<file path="config.mk">
export PLATFORM = sky130hd
export DESIGN_NAME = matrix_grid_renderer
export DESIGN_NICKNAME = d
export VERILOG_FILES = /design/src/rtl/vga_pkg.sv /design/src/rtl/matrix_frame_buffer.sv /design/src/rtl/matrix_grid_renderer.sv
export SDC_FILE = /design/constraint.sdc
export NUM_CORES = 1
export LEC_CHECK = 0
export ABC_AREA = 1
export BUFFER_PORTS_ARGS = -buffer_cell sky130_fd_sc_hd__buf_2
export CORE_MARGIN = 1.5
export CORE_UTILIZATION = 53
export DETAILED_ROUTE_END_ITERATION = 6
export PLACE_DENSITY_LB_ADDON = 0.08
export SLEW_MARGIN = 30
export SYNTH_ARGS = -nofsm -noshare
export SYNTH_HDL_FRONTEND = slang
export SYNTH_SLANG_ARGS = --single-unit
</file>
<file path="constraint.sdc">
create_clock -name clk -period 1.3 [get_ports clk]
set_input_delay 0.26 -clock clk [delete_from_list [all_inputs] [get_ports clk]]
set_output_delay 0.26 -clock clk [all_outputs]
set_load 0.005 [all_outputs]
</file>
<file path="src/rtl/vga_pkg.sv">
`default_nettype none
// ============================================================================
// vga_pkg : shared VGA constants, colour type, pixel classes and clog2 helper
// Revision : 1.0
// ============================================================================
package vga_pkg;

  localparam int H_ACTIVE = 640;
  localparam int V_ACTIVE = 480;

  typedef struct packed {
    logic [2:0] r;
    logic [2:0] g;
    logic [2:0] b;
  } rgb9_t;

  localparam rgb9_t COLOR_BLACK = '{r: 3'd0, g: 3'd0, b: 3'd0};
  localparam rgb9_t COLOR_BG    = '{r: 3'd0, g: 3'd0, b: 3'd1};
  localparam rgb9_t COLOR_GRID  = '{r: 3'd7, g: 3'd7, b: 3'd7};

  typedef enum logic [1:0] {
    PIX_BLANK = 2'd0,
    PIX_BG    = 2'd1,
    PIX_GRID  = 2'd2,
    PIX_CELL  = 2'd3
  } pix_class_t;

  typedef enum logic [0:0] {
    SWAP_IDLE    = 1'b0,
    SWAP_PENDING = 1'b1
  } swap_state_t;

  // Never returns less than 1 so it can size a port directly.
  function automatic int clog2(input int value);
    int result;
    result = 0;
    while ((1 << result) < value) result++;
    return (result < 1) ? 1 : result;
  endfunction

endpackage
`default_nettype wire

</file>
<file path="src/rtl/matrix_frame_buffer.sv">
`default_nettype none
// ============================================================================
// matrix_frame_buffer : two N*N element banks, back-bank write port,
//                       registered front-bank read port and front selector
// Revision : 1.0
// ============================================================================
module matrix_frame_buffer
  import vga_pkg::*;
#(
  parameter int N      = 4,
  parameter int DATA_W = 8
) (
  input  logic                     clk,
  input  logic                     reset_n,
  input  logic                     wr_en,
  input  logic [clog2(N*N)-1:0]    wr_addr,
  input  logic [DATA_W-1:0]        wr_data,
  input  logic                     swap,
  input  logic [clog2(N*N)-1:0]    rd_addr,
  output logic [DATA_W-1:0]        rd_data,
  output logic                     front_sel
);

  localparam int DEPTH = N * N;

  logic [DATA_W-1:0] r_bank0 [DEPTH];
  logic [DATA_W-1:0] r_bank1 [DEPTH];
  logic [DATA_W-1:0] r_rd_data;
  logic              r_front_sel;
  logic              w_wr_ok;

  assign w_wr_ok = wr_en && (32'(wr_addr) < 32'(DEPTH));

  // Write targets the back bank as selected before any toggle on this edge.
  always_ff @(posedge clk or negedge reset_n) begin
    if (!reset_n) begin
      for (int i = 0; i < DEPTH; i++) begin
        r_bank0[i] <= '0;
        r_bank1[i] <= '0;
      end
      r_front_sel <= 1'b0;
      r_rd_data   <= '0;
    end else begin
      if (w_wr_ok) begin
        if (r_front_sel) r_bank0[wr_addr] <= wr_data;
        else             r_bank1[wr_addr] <= wr_data;
      end
      if (swap) r_front_sel <= ~r_front_sel;
      r_rd_data <= r_front_sel ? r_bank1[rd_addr] : r_bank0[rd_addr];
    end
  end

  assign rd_data   = r_rd_data;
  assign front_sel = r_front_sel;

endmodule
`default_nettype wire

</file>
<file path="src/rtl/matrix_grid_renderer.sv">
`default_nettype none
// ============================================================================
// matrix_grid_renderer : renders an N x N matrix as a heat-coloured cell grid
//                        with a 3-cycle pixel pipeline and frame-synced swap
// Revision : 1.0
// ============================================================================
module matrix_grid_renderer
  import vga_pkg::*;
#(
  parameter int N        = 4,
  parameter int DATA_W   = 8,
  parameter int CELL_PX  = 64,
  parameter int ORIGIN_X = 64,
  parameter int ORIGIN_Y = 64
) (
  input  logic                  clk,
  input  logic                  reset_n,
  input  logic [9:0]            in_x,
  input  logic [9:0]            in_y,
  input  logic                  in_active,
  input  logic                  in_hsync,
  input  logic                  in_vsync,
  input  logic                  wr_en,
  input  logic [clog2(N*N)-1:0] wr_addr,
  input  logic [DATA_W-1:0]     wr_data,
  input  logic                  swap_req,
  output logic                  swap_ack,
  output logic                  front_sel,
  output logic                  hsync,
  output logic                  vsync,
  output logic [2:0]            red,
  output logic [2:0]            green,
  output logic [2:0]            blue
);

  localparam int ADDR_W  = clog2(N * N);
  localparam int CELL_SH = clog2(CELL_PX);
  localparam int GRID_PX = N * CELL_PX;

  // ---------------------------------------------------------------- geometry
  logic [11:0]       w_ox;
  logic [11:0]       w_oy;
  logic              w_in_x;
  logic              w_in_y;
  logic              w_line;
  logic [ADDR_W-1:0] w_addr;
  pix_class_t        w_class;

  // Widened so a pixel left of / above the origin shows up as a set MSB.
  assign w_ox   = {2'b00, in_x} - 12'(ORIGIN_X);
  assign w_oy   = {2'b00, in_y} - 12'(ORIGIN_Y);
  assign w_in_x = !w_ox[11] && (w_ox <= 12'(GRID_PX));
  assign w_in_y = !w_oy[11] && (w_oy <= 12'(GRID_PX));
  assign w_line = (w_ox[CELL_SH-1:0] == '0) || (w_oy[CELL_SH-1:0] == '0) ||
                  (w_ox == 12'(GRID_PX)) || (w_oy == 12'(GRID_PX));
  assign w_addr = ADDR_W'(32'(w_oy >> CELL_SH) * N + 32'(w_ox >> CELL_SH));

  always_comb begin
    w_class = PIX_BLANK;
    if (in_active) begin
      if (!(w_in_x && w_in_y)) w_class = PIX_BG;
      else if (w_line)         w_class = PIX_GRID;
      else                     w_class = PIX_CELL;
    end
  end

  // ---------------------------------------------------------------- swap FSM
  swap_state_t r_state;
  logic        r_vsync_prev;
  logic        r_swap_ack;
  logic        w_frame_start;
  logic        w_swap;

  assign w_frame_start = r_vsync_prev && !in_vsync;
  assign w_swap        = (r_state == SWAP_PENDING) && w_frame_start;

  always_ff @(posedge clk or negedge reset_n) begin
    if (!reset_n) begin
      r_state      <= SWAP_IDLE;
      r_vsync_prev <= 1'b1;
      r_swap_ack   <= 1'b0;
    end else begin
      r_vsync_prev <= in_vsync;
      r_swap_ack   <= 1'b0;
      case (r_state)
        SWAP_IDLE: begin
          if (swap_req) r_state <= SWAP_PENDING;
        end
        SWAP_PENDING: begin
          if (w_frame_start) begin
            r_state    <= SWAP_IDLE;
            r_swap_ack <= 1'b1;
          end
        end
        default: r_state <= SWAP_IDLE;
      endcase
    end
  end

  assign swap_ack = r_swap_ack;

  // ------------------------------------------------------------ frame buffer
  logic [DATA_W-1:0] w_rd_data;
  logic [ADDR_W-1:0] r_s0_addr;

  matrix_frame_buffer #(
    .N      (N),
    .DATA_W (DATA_W)
  ) u_frame_buffer (
    .clk       (clk),
    .reset_n   (reset_n),
    .wr_en     (wr_en),
    .wr_addr   (wr_addr),
    .wr_data   (wr_data),
    .swap      (w_swap),
    .rd_addr   (r_s0_addr),
    .rd_data   (w_rd_data),
    .front_sel (front_sel)
  );

  // Only the top three bits drive colour; the rest are stored but not shown.
  logic w_unused_rd_bits;
  assign w_unused_rd_bits = ^w_rd_data;

  // ---------------------------------------------------------------- pipeline
  pix_class_t r_s0_class;
  pix_class_t r_s1_class;
  logic       r_s0_hsync;
  logic       r_s0_vsync;
  logic       r_s1_hsync;
  logic       r_s1_vsync;
  logic       r_hsync;
  logic       r_vsync;
  rgb9_t      r_rgb;
  rgb9_t      w_rgb;
  logic [2:0] w_v3;

  always_comb begin
    w_v3  = w_rd_data[DATA_W-1 -: 3];
    w_rgb = COLOR_BLACK;
    case (r_s1_class)
      PIX_BLANK: w_rgb = COLOR_BLACK;
      PIX_BG:    w_rgb = COLOR_BG;
      PIX_GRID:  w_rgb = COLOR_GRID;
      PIX_CELL:  w_rgb = '{r: w_v3, g: 3'd7 - w_v3, b: 3'd0};
      default:   w_rgb = COLOR_BLACK;
    endcase
  end

  always_ff @(posedge clk or negedge reset_n) begin
    if (!reset_n) begin
      r_s0_class <= PIX_BLANK;
      r_s0_addr  <= '0;
      r_s0_hsync <= 1'b1;
      r_s0_vsync <= 1'b1;
      r_s1_class <= PIX_BLANK;
      r_s1_hsync <= 1'b1;
      r_s1_vsync <= 1'b1;
      r_hsync    <= 1'b1;
      r_vsync    <= 1'b1;
      r_rgb      <= COLOR_BLACK;
    end else begin
      r_s0_class <= w_class;
      r_s0_addr  <= w_addr;
      r_s0_hsync <= in_hsync;
      r_s0_vsync <= in_vsync;
      r_s1_class <= r_s0_class;
      r_s1_hsync <= r_s0_hsync;
      r_s1_vsync <= r_s0_vsync;
      r_hsync    <= r_s1_hsync;
      r_vsync    <= r_s1_vsync;
      r_rgb      <= w_rgb;
    end
  end

  assign hsync = r_hsync;
  assign vsync = r_vsync;
  assign red   = r_rgb.r;
  assign green = r_rgb.g;
  assign blue  = r_rgb.b;

endmodule
`default_nettype wire

</file>
Word-level counts from Yosys, hierarchy flattened
Cells that the tools add are included.

storage, ports and cells
  bits in registers = 290
  word-level logic and storage cells = 103

operators by class
  add/sub/neg operators = 4
  magnitude comparators = 5
  equal/unequal tests = 5
  multiplexer cells = 20
  bitwise operators = 4
  reduce and logical (&&, ||, !) cells = 17

operators with widths
  cell                     count
  $bwmux W128              2
  $bmux W8 S4              2
  $mux W8                  6
  $pmux W9 S4              1
  $demux W8 S4             1
  $eq A12 B9 Y1 const B    2
  $le A12 B9 Y1 const B    2
  $sub A10 B7 Y11 const B  2
  $logic_not A6 Y1         2
  $ge A5 B5 Y1 const B     2
  $not A4 Y5               2
  $logic_and A1 B1 Y1      6
  $lt A5 B1 Y1 const B     1
  $mux W1                  5
  $add A4 B4 Y4            1
  $eq A2 B2 Y1 const B     2
  $mux W2                  2
  $reduce_and A2 Y1        2
  $logic_not A1 Y1         3
  $logic_or A1 B1 Y1       3
  $sub A3 B3 Y3 const A    1
  $eq A2 B1 Y1 const B     1
  $logic_not A2 Y1         1
  $not A1 Y1               2
  $pmux W1 S2              1

Depth between registers and ports, before layout
Gate-level depths: netlist of the first run.

  depth after elaboration = 8
  gate-level depth with buffers = 11

Modules after synthesis
Synthesis of the first run repeated with hierarchy kept, for this count alone.

unflattened totals
  cells, all modules = 1,610
  area total of the unflattened synthesis = 13,008.7 µm²

by module, submodules not included
  module                times used  cells each  area an instance (µm²)  sequential area each (µm²)
  matrix_frame_buffer   1           1,516       12,031.5                6,631.4
  matrix_grid_renderer  1           94          977.2                   608.1

Worst setup path before layout of the first run
No wires, ideal clock.

  path type = input -> register
  from = in in_x[6]
  to = reg r_s0_addr[3]
  library setup time = 126 ps
  arrival = 1,197 ps
  path slack = -23 ps
  cell stages on the path = 7
  path buffers = 0
  cell sequence = inv_1 ha_1 xnor2_1 inv_1 ha_1 xnor2_1 xor2_1

between the ends
  word-level cells in the longest chain between the ends = 2

RTL lines
  element               RTL line                     source
  start, declared       matrix_grid_renderer.sv:18   input logic [9:0] in_x,
  $sub A10 B7 Y11       matrix_grid_renderer.sv:50   assign w_ox = {2'b00, in_x} - 12'(ORIGIN_X);
  $add A4 B4 Y4         matrix_grid_renderer.sv:56   assign w_addr = ADDR_W'(32'(w_oy >> CELL_SH) * N + 32'(w_ox >> CELL_SH));
  named net w_addr[3]   matrix_grid_renderer.sv:46   logic [ADDR_W-1:0] w_addr;
  end signal, assigned  matrix_grid_renderer.sv:164  r_s0_addr <= w_addr;
  end, declared         matrix_grid_renderer.sv:104  logic [ADDR_W-1:0] r_s0_addr;

The timed path passes the listed nets, and every way through them passes these cells.
A chain may end at the register's enable or synchronous reset.

Worst setup path after layout of the first run
  from = reg r_s0_addr[0]
  to = reg u_frame_buffer.r_rd_data[6], in the netlist u_frame_buffer.rd_data[6]

between the ends
  word-level cells in the longest chain between the ends = 5
  elaborated cells between the ends (all ways) = 8
  those cells by class = 7 x mux; 1 x bitwise

RTL lines
  element                                     RTL line                   source
  $not A4 Y5 (not written as such) *          matrix_frame_buffer.sv:49  r_rd_data <= r_front_sel ? r_bank1[rd_addr] : r_bank0[rd_addr];
  $bmux W8 S4                                 matrix_frame_buffer.sv:49
  $mux W8 (not written as such) (2 in a row)  matrix_frame_buffer.sv:49
  $mux W8 *                                   matrix_frame_buffer.sv:49
  end signal, assigned                        matrix_frame_buffer.sv:49
  end, declared                               matrix_frame_buffer.sv:28  logic [DATA_W-1:0] r_rd_data;

Mark *: on every way between the ends. The rest lies on a longest branch, timed or not. The select of a mux whose other input is x is not followed.

==> metrics.txt, run 1 <==
outcome=finished, violations left; violations in the final reports=setup timing; ys async rst share=100.0%; Top FF cell, synth=dfrtp_1; synth cell count leaders=nand2_1, dfrtp_1, nand3_1; Setup WS post-layout=-225.5 ps; I/O pin cnt=52; top-count cell post-synth=nand2_1; final hold slack=42.29 ps; Die Y=around 110 um; Final nets=821; Startpoint Class=flip-flop; Power Density=1925 nW/um2; flops & latches, synth=124; Final Non-Filler Cells=923; Synth top area share=52.29%; Tightest Pin Transition=505.8 ps; grt ovf=0; total negative slack=-3508 ps; # setup viols final=48; first-pass detailed-route iteration total=5; hold wc startpoint=in_x[6]; Clk pin slew, worst setup/hold paths=60 ps; pin count of the biggest net entering global routing=45; Post-Synthesis Cells=around 700; post-synth top area cell=dfrtp_1; number of filler cells placed in the layout=687; layout cell share with drive strength beyond 1=31.89%; DRC Markers=0; WHS Path Cells=3; WS Path Type=flip-flop to flip-flop; worst hold-check path type=primary input to flip-flop; Worst Hold Endpoint=r_s0_addr[0]$_DFF_PN0_; Final Hold Viols=0; CTS buffer count=17; Routed WL=16,390 um; GRT Total Usage=28.12%; synthesized area per cell=between 8 and 9 um2; CP max FO=8; WP data arrival=1990 ps; R2R Path Start=r_s0_addr[0]$_DFF_PN0_; flop2flop setup slack=-230 ps; initial drt markers=426; port bufs=between 40 and 50; vias in the first global route=4,936; Period minus WS final=1526 ps; Req. time, crit path=around 1800 ps; Leakage Power=0.003712 uW; Clock Path Buffers=2; RSZ-0062 raised after global routing=true; Clk Tree Root Cell=clkbuf_8; Pins Over Slew Limit=0; CTS tree=built; utilization after layout=75.12%; antenna-violating nets left=0; Synth cell types=20; end of the worst register-to-register path=u_frame_buffer.rd_data[6]$_DFF_PN0_; Vias/cell=5.671; initial antenna violation count=0; Cells after DPL=about 900; total power=14,920 uW; Max-slew headroom=66.25%; Die X=roughly 110 um; final worst path period share=117.3%; CORE AREA=10,320 um2; EDFF count, synth=0; Max Freq=655.5 MHz; Detail Placement HPWL=around 9300 um; Post-Syn Nets=743; Diodes inserted=0; post-synthesis sequential area ratio=a little under three fifths; Syn-to-layout area delta=37.34%; FF-to-FF path depth=10; Post-Route Skew=5.436 ps; vias=5,234; CTS H-tree depth=4; Worst Setup End Kind=flip-flop; peak supply drop=~1.3 mV; Max Cap Viol=0; Warnings, synthesis=0; Worst-Skew Late Latency=530 ps; Mapped Area=~5600 um2; wire length per cell=17.76 um; clock sink count=124; GPL Wtd Cong=0.7958; Synth area leaders=dfrtp_1, nand2_1, nand3_1, o21ai_0, dfstp_2; first-pass GRT wire length=24,230 um; Rows=37; die area=11,280 um2; Initial Util=54.70%
[cell usage in the layout (no fill, tap or decap), types with 8 or more instances in the layout]
cell type	Yosys	layout
clkbuf_16	0	20
o21ai_0	94	51
nand2_2	0	54
nand3_4	0	8
nor2_1	29	29
buf_4	8	13
dfrtp_1	118	116
o21ai_2	0	11
buf_12	0	11
nand2_1	268	203
nand3_2	0	40
nand3_1	95	47
buf_2	9	42
o21ai_1	6	38
inv_1	32	31
buf_6	0	10
[repair_timing]
| item | CTS | global route |
|---|---|---|
| pin swaps | 1 | 42 |
| gates resized for setup | 28 | 187 |
| setup endpoints to repair | 9 | 95 |
| buffers inserted | 2 | 5 |
| hold endpoints to repair | 127 | 0 |
| hold buffers | 5 | 0 |
| cloned | 0 | 5 |
[area by class of cell]
type	count	area [um2]	area share, %
clock buffer	24	490.5	6.325
timing repair buffer	89	850.8	10.97
clock inverter	7	110.1	1.420
multi-input combinational	509	2885	37.21
sequential	124	3113	40.14
tap	136	170.2	2.194
inverter	34	135.1	1.743
[critical path, stage by stage, from the launching register on]
cell and delay, ps:
dfrtp_2 480, inv_8 140, clkbuf_16 170, nand2_1 60, nand3_1 100, nand3_1 140, nand2_2 130, nand2_1 60
nand2_1 60, nand2_1 50, nand2_1 60
[per-stage QoR]
stage	area (um2)	setup slack [ps]
2_1_floorplan	5657	7.748
3_3_place_gp	6213	-104.7
3_5_place_dp	6213	-156.5
4_1_cts	7000	-126.5
5_1_grt	7755	-302.3
6_report	7755	-225.5
[routing by layer]
metal	vias to the layer above	global-route usage [%]	wire length, um
li1	2427	-	-
met3	42	6.438	1073
met1	2577	37.24	6957
met2	188	44.33	7927
met4	0	12.45	435
met5	-	0	0
[cell families (layout without fill, tap and decap cells)]
logic type	count (synthesis)	in the layout	synth area share [%]
compound gates	101	101	8.952
xor+xnor	4	4	0.6205
fa+ha+maj	7	7	1.551
buf+inv	64	154	4.986
flops	124	124	55.09
simple gates	397	397	28.81
[sequential cells by signal, summed over array words and instances, names as in the netlist, 2 cells and up]
register	cells
u_frame_buffer.r_bank0	48
u_frame_buffer.r_bank1	48
r_s0_addr	4
green	3
red	3
u_frame_buffer.rd_data	3
blue	2
r_s0_class	2
r_s1_class	2
[how the worst max path moves through the flow]
stage | from | end
final | r_s0_addr[0]$_DFF_PN0_ | u_frame_buffer.rd_data[6]$_DFF_PN0_
after global routing | r_s0_addr[0]$_DFF_PN0_ | u_frame_buffer.rd_data[6]$_DFF_PN0_
after CTS | u_frame_buffer.front_sel$_DFFE_PN0P_ | front_sel
after detailed placement | in_x[6] | r_s0_addr[3]$_DFF_PN0_
after global placement | in_x[7] | r_s0_addr[3]$_DFF_PN0_
after floorplan | in_x[6] | r_s0_addr[3]$_DFF_PN0_
[report_power, final]
| group | total, uW | internal [uW] | switching [uW] |
|---|---|---|---|
| registers | 6130 | 5230 | 901 |
| clock network | 4800 | 3150 | 1650 |
| logic | 4000 | 1730 | 2260 |
| total | 14900 | 10100 | 4810 |
Power figures use the tool's default switching activity.
==> run 2, diff against run 1 <==
- SKIP_CTS_REPAIR_TIMING: default -> 1
==> run 2 against run 1 <==
  * The run still ends with setup timing left
  * Sequential share of layout area up 0.35 points
  * Critical path type unchanged
  * Critical endpoint unchanged
  * Sequential power down 0.7%
  * Register-to-register slack better by 80 ps
  * Clock skew up 3.5 ps
  * Maximum frequency up 5.6%
  * Largest cell class unchanged
  * Hold slack better by 4.7 ps
  * Final cell count up 0.65%
  * First-iteration DRC count up 18%
  * Global-route usage down 0.56 points
==> metrics.txt, run 2 (same netlist as run 1, synthesis figures left out) <==
outcome=finished, violations left; violations in the final reports=setup timing; commonest cells after routing, fill and taps aside=nand2_1, dfrtp_1, o21ai_0; worst hold-check path type=primary input to flip-flop; Regs by FF count=u_frame_buffer.r_bank0: 48 flops, u_frame_buffer.r_bank1: 48 flops, r_s0_addr: 4 flops; placed cell area=6213 um2; antenna-violating nets left=0; I/O pin cnt=52; CTS buffer count=17; Clock Path Buffers=2; CORE AREA=approximately 10,000 um2; CTS tree=built; port bufs=46; uppermost layer routed=met4; grt ovf=0; die area=11,280 um2; Worst-Skew Late Latency=530 ps; flop2flop setup slack=-140 ps; Die Y=106.2 um; initial antenna violation count=0; total negative slack=-3556 ps; FF-to-FF path depth=10; utilization after layout=74.46%; cell mode on critical path=nand2_1; Pins Over Slew Limit=0; Vias/cell=5.603; Clk Tree Root Cell=clkbuf_8; Max Cap Viol=0; Leakage Power=0.003767 uW; Max Freq=approximately 700 MHz; Max-slew headroom=62.59%; Tightest Pin Transition=around 560 ps; clock sink count=124; max incr delay on CP=470 ps; Final Non-Filler Cells=929; CTS H-tree depth=4; Startpoint Class=flip-flop; # setup viols final=54; Worst Hold Endpoint=r_s0_addr[0]$_DFF_PN0_; RSZ-0062 raised after global routing=true; Detail Placement HPWL=9338 um; Initial Util=54.70%; Routed WL=16,490 um; Worst Setup End Kind=flip-flop; WHS Path Cells=3; CP max FO=8; WS Path Type=flip-flop to flip-flop; Setup WS post-layout=-144.8 ps; Post-Route Skew=8.909 ps; hold wc startpoint=in_x[6]; fin area=7687 um2; CP max-delay cell=dfrtp_2; pin count of the biggest net entering global routing=45; Cells after DPL=875; number of filler cells placed in the layout=731; Period minus WS final=approximately 1400 ps; layout cell share with drive strength beyond 1=28.88%; vias=5,205; Die X=106.2 um; sequence of cells on the critical path=inv_8 > clkbuf_16 > nand2_1 > nand3_1 > nand3_1 > nand2_2 > nand2_1 > nand2_1 > nand2_1 > nand2_1; Syn-to-layout area delta=36.14%; Power Density=1931 nW/um2; WP buf/inv=2; WP data arrival=1900 ps; GRT Total Usage=27.56%; DRC Markers=0; Final nets=827; met1 WL=approximately 6700 um; peak supply drop=1.215 mV; met3 wire length=between 1000 and 1500 um; first-pass detailed-route iteration total=7; Req. time, crit path=1760 ps; GPL Wtd Cong=0.7958; R2R Path Start=r_s0_addr[0]$_DFF_PN0_; Diodes inserted=0; Final Hold Viols=0; met2 routed WL=between 8000 and 9000 um; Largest delay share family, worst path=simple AND/OR/NAND/NOR gates; Rows=37; initial drt markers=slightly above 500; wire length per cell=17.75 um; end of the worst register-to-register path=u_frame_buffer.rd_data[6]$_DFF_PN0_; first-pass GRT wire length=23,760 um; vias in the first global route=between 4,000 and 5,000; Clk pin slew, worst setup/hold paths=60 ps; final worst path period share=111.1%; commonest non-fill, non-tap cell in the layout=nand2_1
## run 2: changes by cell type in the layout (fill, tap and decap cells not counted), moves of 7 or more
cell	before	now
o21ai_2	11	3
nand2_1	203	220
nand2_2	54	39
o21ai_0	51	68
nand3_2	40	33
o21ai_1	38	29
## run 2: how the worst max path moves through the flow
| stage | from | end | slack (ps) | cells past startpoint |
|---|---|---|---|---|
| finish | r_s0_addr[0]$_DFF_PN0_ | u_frame_buffer.rd_data[6]$_DFF_PN0_ | -140 | 10 |
| detailed placement | in_x[6] | r_s0_addr[3]$_DFF_PN0_ | -160 | 8 |
| global placement | in_x[7] | r_s0_addr[3]$_DFF_PN0_ | -100 | 8 |
| CTS | u_frame_buffer.front_sel$_DFFE_PN0P_ | front_sel | -250 | 2 |
| floorplan | in_x[6] | r_s0_addr[3]$_DFF_PN0_ | 8 | 7 |
| global route | r_s0_addr[0]$_DFF_PN0_ | u_frame_buffer.rd_data[6]$_DFF_PN0_ | -260 | 10 |
## run 2: area by class of cell
type                            instances  area, um2  share of cell area, %
Timing Repair Buffer                   95      900.9                  11.72
Clock buffer                           24      490.5                  6.380
Tap cell                              136      170.2                  2.214
Multi-Input combinational cell        509       2765                  35.97
Inverter                               34      137.6                  1.790
Sequential cell                       124       3113                  40.49
Clock inverter                          7      110.1                  1.432
## run 2: metrics by stage
stage          hold WS [ps]  power (uW)  setup WS, ps
5_1_grt               39.51       15650        -258.5
4_1_cts              -381.3       13730        -245.5
3_5_place_dp          175.3        8883        -156.5
3_3_place_gp          169.6        8715        -104.7
6_report              46.99       14840        -144.8
2_1_floorplan        -35.59        7810         7.748
## run 2: layer usage
| layer | track usage [%] | vias to the layer above |
|---|---|---|
| met5 | 0 | - |
| met4 | 12.45 | 0 |
| met1 | 36.04 | 2529 |
| met3 | 6.499 | 30 |
| met2 | 43.69 | 218 |
| li1 | - | 2428 |
## run 2: worst min-delay path, delay by kind of cell
family / cells / cell delay (ps)
buffers and inverters: 3 / 280
## run 2: where the power goes
group | leakage (uW) | internal, uW | switching (uW)
Clock | 0.000301 | 3150 | 1620
Sequential | 0.00159 | 5220 | 861
Combinational | 0.00188 | 1750 | 2240
Total | 0.00377 | 10100 | 4720
